$ cat config.mk
export PLATFORM = sky130hd
export DESIGN_NAME = program_loader
export DESIGN_NICKNAME = d
export VERILOG_FILES = /design/src/rtl/program_loader.sv
export SDC_FILE = /design/constraint.sdc
export NUM_CORES = 1
export LEC_CHECK = 0
export CORE_MARGIN = 2
export CORE_UTILIZATION = 40
export CTS_CLUSTER_DIAMETER = 30
export CTS_CLUSTER_SIZE = 14
export DETAILED_ROUTE_END_ITERATION = 10
export HOLD_SLACK_MARGIN = 0.05
export PLACE_DENSITY_LB_ADDON = 0.2
export SLEW_MARGIN = 30
export SYNTH_ARGS = -nofsm -noshare
export SYNTH_HDL_FRONTEND = slang
export SYNTH_SLANG_ARGS = --single-unit
$ cat constraint.sdc
create_clock -name clk -period 3.9 [get_ports clk]
set_clock_uncertainty 0.2 [all_clocks]
set_input_delay 0.39 -clock clk [delete_from_list [all_inputs] [get_ports clk]]
set_output_delay 0.39 -clock clk [all_outputs]
set_load 0.05 [all_outputs]
$ cat src/rtl/program_loader.sv
`timescale 1ns/1ps
`default_nettype none
// ----------------------------------------------------------------------------
// program_loader : host byte stream -> little-endian 32-bit imem writes; holds cpuReset until loaded (rev 1.0)
// ----------------------------------------------------------------------------
module program_loader #(
  parameter int                ADDR_W      = 64,
  parameter int                DEPTH_WORDS = 256,
  parameter logic [ADDR_W-1:0] BASE_ADDR   = '0
) (
  input  logic              clk,
  input  logic              reset,
  input  logic              start,
  input  logic [7:0]        byteIn,
  input  logic              byteValid,
  output logic              byteReady,
  output logic [ADDR_W-1:0] imemAddr,
  output logic [31:0]       imemData,
  output logic              imemWrite,
  output logic              cpuReset,
  output logic              busy,
  output logic              done,
  output logic              error
);

  localparam int          IDX_W       = (DEPTH_WORDS > 1) ? $clog2(DEPTH_WORDS) : 1;
  localparam logic [31:0] DEPTH_LIMIT = 32'(DEPTH_WORDS);

  typedef enum logic [2:0] {
    S_IDLE  = 3'd0,
    S_HDR0  = 3'd1,
    S_HDR1  = 3'd2,
    S_DATA  = 3'd3,
    S_WRITE = 3'd4,
    S_DONE  = 3'd5,
    S_ERR   = 3'd6
  } state_t;

  state_t            state_q, state_d;
  logic [15:0]       count_q, count_d;
  logic [IDX_W-1:0]  idx_q,   idx_d;
  logic [1:0]        lane_q,  lane_d;
  logic [31:0]       word_q,  word_d;
  logic [ADDR_W-1:0] addr_q,  addr_d;
  logic [31:0]       data_q,  data_d;
  logic              xfer;
  logic [15:0]       hdr_n;

  assign byteReady = (state_q == S_HDR0) || (state_q == S_HDR1) || (state_q == S_DATA);
  assign imemWrite = (state_q == S_WRITE);
  assign busy      = byteReady || imemWrite;
  assign done      = (state_q == S_DONE);
  assign error     = (state_q == S_ERR);
  assign cpuReset  = (state_q != S_DONE);
  assign imemAddr  = addr_q;
  assign imemData  = data_q;

  assign xfer  = byteValid & byteReady;
  assign hdr_n = {byteIn, count_q[7:0]};

  always_comb begin
    state_d = state_q;
    count_d = count_q;
    idx_d   = idx_q;
    lane_d  = lane_q;
    word_d  = word_q;
    addr_d  = addr_q;
    data_d  = data_q;
    case (state_q)
      S_IDLE, S_DONE, S_ERR: begin
        if (start) state_d = S_HDR0;
      end
      S_HDR0: begin
        if (xfer) begin
          count_d = {8'h00, byteIn};
          state_d = S_HDR1;
        end
      end
      S_HDR1: begin
        if (xfer) begin
          count_d = hdr_n;
          if ((hdr_n == 16'h0000) || ({16'h0000, hdr_n} > DEPTH_LIMIT)) begin
            state_d = S_ERR;
          end else begin
            idx_d   = '0;
            lane_d  = 2'd0;
            state_d = S_DATA;
          end
        end
      end
      S_DATA: begin
        if (xfer) begin
          word_d[{lane_q, 3'b000} +: 8] = byteIn;
          lane_d = lane_q + 2'd1;
          if (lane_q == 2'd3) begin
            // Output registers only change here, so they hold outside WRITE.
            data_d  = {byteIn, word_q[23:0]};
            addr_d  = BASE_ADDR + (ADDR_W'(idx_q) << 2);
            state_d = S_WRITE;
          end
        end
      end
      S_WRITE: begin
        if (32'(idx_q) == (32'(count_q) - 32'd1)) begin
          state_d = S_DONE;
        end else begin
          idx_d   = idx_q + 1'b1;
          state_d = S_DATA;
        end
      end
      default: state_d = S_IDLE;
    endcase
  end

  always_ff @(posedge clk) begin
    if (reset) begin
      state_q <= S_IDLE;
      count_q <= '0;
      idx_q   <= '0;
      lane_q  <= 2'd0;
      word_q  <= '0;
      addr_q  <= BASE_ADDR;
      data_q  <= '0;
    end else begin
      state_q <= state_d;
      count_q <= count_d;
      idx_q   <= idx_d;
      lane_q  <= lane_d;
      word_q  <= word_d;
      addr_q  <= addr_d;
      data_q  <= data_d;
    end
  end

endmodule
`default_nettype wire

# Word-level counts from Yosys, hierarchy flattened
# Index checks and enable logic that the tools add are counted.
# totals
reg_bits	101
input_bits	12
out_inout_bits	102
word_cells	70
# op_classes
add_sub_neg	4
order_cmp	1
n_eq_ne	16
shifts	2
mux	20
bitwise	2
reduce_logical	17
# ops
operator	n
$bwmux 32	1
$eq 8x32->1	1
$mux 16	2
$pmux 16 s2	1
$shift 8x7->32 const A	1
$shiftx 8x7->32	1
$mux 8	3
$mux 3	7
$sub 16x1->17 const B	1
$gt 16x9->1 const B	1
$logic_not 16->1	1
$pmux 8 s2	1
$pmux 3 s5	1
$ne 2x2->1 const B	6
$eq 3x3->1 const B	3
$reduce_and 3->1	3
$add 8x1->8 const B	1
$reduce_and 4->1	2
$neg 5->7	1
$eq 3x2->1 const B	2
$mux 2	3
$reduce_bool 2->1	3
$reduce_and 5->1	1
$logic_or 1x1->1	4
other kinds (11)	11

# Depth between registers and ports, before layout
# depth
depth_word	6
depth_mapped	11
depth_no_buf	9

# Worst setup path after synthesis
# OpenSTA, ideal clock, no wires.
# synth_timing
path_type	register to register
start	reg count_q[0]
end	reg idx_q[2]
setup_ns	0.060
arrival_time_ns	2.595
required_ns	3.640
setup_slack_ns	1.045
path_stages_with_launch	12
path_buffers	2
synth_period_minus_slack_ns	2.855
path_cell_list	dfxtp_1 inv_1 ha_1 clkbuf_1 or3b_2 or3_1 o311ai_0 a2111o_1 o21ai_2 buf_6 a2111o_1 nand2_1
# synth_via
elab_chain_cells	4
elab_cells_between_ends	8
cone_classes	1 x add/sub; 1 x order compare; 3 x eq/ne; 3 x reduce/logical
# synth_lines
item	line	rtl
start: declaration	40	logic [15:0] count_q, count_d;
start signal: assignment	126	count_q <= count_d;
$sub 16x1->17, or another cell as far along	104	if (32'(idx_q) == (32'(count_q) - 32'd1)) begin
$eq 8x32->1 / $logic_or 1x1->1 (equally long branches)	104, 82	
$ne 2x2->1 (no source line)	-	
$reduce_and 4->1 (no source line) (*)	-	
end signal: assignment	127	idx_q <= idx_d;
end: declaration	41	logic [IDX_W-1:0] idx_q, idx_d;
# Every way passes the cells marked *; elsewhere a longest branch is shown, timed or not.
# A chain may end at the register's enable or synchronous reset.

# Worst setup path after layout
# layout_timing
start	reg count_q[0]
end	reg idx_q[5]
# Same word-level chain as after synthesis.

==> out/results.tsv <==
metric	value	unit
input/output buffers	57	
startpoint type of the worst setup path	flip-flop	
unrepaired setup endpoints after global routing	no	
Clock Sinks	93	
fmax	0.3190	GHz
cell taking the most area after synthesis	dfxtp_1	
#FFs+latches synth	93	
Tightest Pin Transition	865.5	ps
setup bufs post-CTS	0	
top_reg_cell synth	dfxtp_1	
Adder-Cell Fraction of Synth Area	1.909	%
setup slack at placement	768.0	ps
commonest non-fill, non-tap cell in the layout	nand2_1	
Mapped Cells	582	
core occupancy in the finished layout	47.23	%
complex-gate fraction of the synthesized area	17.35	%
post-DP HPWL	7379	µm
Routed Antenna Nets	0	
vias in the first global route	3546	
Required @ worst endpoint	3920	ps
final setup violation count	0	
total global-route track usage	17.21	%
setup tns final	0	ps
initial antenna violation count	0	
worst hold path class	flip-flop to flip-flop	
clock-pin slew on the worst setup and hold paths	60	ps
gpl congestion	0.8324	
Rows	39	
largest net degree at the start of global routing	42	
vias per cell	4.987	
Post-layout nets	640	
Pre-Repair DR Iteration Count	5	
clock root cell	clkbuf_16	
max cap viols	0	
pwr dens	511.1	nW/µm²
leading cell types in the layout, fill and taps excluded	nand2_1 (141), dfxtp_1 (93), a21oi_1 (81)	
xor/xnor share of the synthesized area	1.528	%
synth-to-layout area growth	16.56	%
I/O pin count	114	
Max clock buf depth	2	
Die Height	111.1	µm
Synth top area share	40.59	%
Hold Path Origin	word_q[10]	
CTS tree	yes	
# hold bufs at CTS	0	
YS warnings	0	
initial core utilization	40.52	%
wire length per cell	13.80	µm
hold endpoint	imemData[10]	
htree depth	3	
clk_lat worst skew	340	ps
WS Path Type	flip-flop to flip-flop	
EDFF count, synth	0	
simple-gate share of the synthesized area	24.39	%
Worst Hold Depth	2	
Die Span X	111.1	µm
Crit. End Element	flip-flop	
mux share of post-synthesis cell area	0.8729	%
fin crit period	3135	ps
syn_area_per_cell	7.881	µm²
Max-slew headroom	42.17	%
main combinational cell family by area after synthesis	simple AND/OR/NAND/NOR gates	
Hold Violations, Final	0	
Worst Path Arrival	3150	ps
first-pass GRT wire length	17320	µm
DRT iter0 DRCs	188	
Reg2Reg Depth	9	
Worst VDD drop	0.2208	mV
worst reg2reg startpoint	count_q[0]	
drt drc	0	
status	finished, final reports clean	
crit share post-route	80.39	%
# resized after CTS	0	
CTS buffer count	9	
final hold slack	254.1	ps
fraction of layout cells with a size suffix above 1	5.431	%
Remaining Overflow, GRT	0	
crit path max fanout	13	
Core ar.	11320	µm²
Distinct cells, synth	59	
Cell Area, Synth	4587	µm²
Reg2Reg Setup Slack	760	ps
DR vias	3835	
sequential area share after synthesis	40.59	%
setup ws final	764.7	ps
synth top area cells	dfxtp_1 (41%), nand2_1 (12%), buf_4 (9.2%)	
Final Slew Violations	0	
leak pwr	0.001897	µW
diode count	0	
R2R Path End	idx_q[5]	
routed wire length	10610	µm
die area	12340	µm²
ys async rst share	0	%
==> cells in the mapped netlist (all sizes together) (2+ instances only) <==
cell and number:
a2111o 5, a211oi 3, a21oi 81, a22oi 8
a2bb2oi 2, and2 7, and3 4, and4b 2
buf 60, clkbuf 32, dfxtp 93, ha 7
inv 9, mux2i 4, nand2 142, nand2b 4
nand3 32, nand4b 4, nor2 20, nor2b 4
nor3 7, nor3b 4, nor4 5, o2111ai 2
o211ai 2, o21ai 8, o41ai 2, or3 2
xnor2 4, xor2 4
==> layout make-up <==
cell class | count | area [µm²]
clock buffers | 13 | 250.2
clock inverters | 3 | 68.82
fillers | 1161 | 5974
inverters | 9 | 33.78
multi-input cells | 443 | 2327
flip-flops and latches | 93 | 1862
well taps | 143 | 178.9
repair buffers | 65 | 625.6
==> registers in the layout, indices dropped and copies added (netlist names) <==
signal,flops
lane_q,2
count_q,16
state_q,3
word_q,24
idx_q,8
imemAddr,8
imemData,32
==> kinds of logic after synthesis <==
kind of cell               Yosys count
adders and majority gates            7
and+or+nand+nor                    244
muxes                                4
buffers and inverters              101
xor gates and xnor gates             8
DFF                                 93
other                                1
AOI/OAI and AO/OA                  124
==> report_power, final <==
group / leakage (µW) / switching, µW / internal (µW) / total (µW)
clock: 0.000154 / 354 / 581 / 935
sequential: 0.000750 / 76.6 / 989 / 1070
combinational: 0.000993 / 490 / 242 / 732
==> worst max path at each step <==
stage	from	to	depth (start not counted)
detailed placement	count_q[0]	idx_q[5]	9
floorplan	count_q[0]	idx_q[2]	11
finish	count_q[0]	idx_q[5]	9
CTS	count_q[0]	idx_q[5]	9
global route	count_q[0]	idx_q[5]	9
global placement	count_q[0]	idx_q[5]	9
==> critical path: stages, from the launching register on <==
cell,delay [ps]
dfxtp_1,380
inv_1,110
ha_1,370
or3b_2,510
o21ai_0,170
o311ai_0,160
a2111o_1,380
o21ai_2,420
a211oi_1,170
mux2i_1,140
==> metrics by stage <==
step	total power, µW	instance area [µm²]	std cells
6_report	2732	5346	769
5_1_grt	2877	5346	769
4_1_cts	2756	5341	769
3_5_place_dp	1816	5022	753
3_3_place_gp	1806	5022	753
2_1_floorplan	1711	4793	637
==> routing by layer <==
layer	part of all wire [%]	track usage, %	routed length [µm]
met5	0	0	0
met4	2.0	7.078	210
met3	5.2	3.226	556
met2	47	28.18	4981
met1	46	22.39	4866
Note: power is estimated with default switching activity, not from simulation.
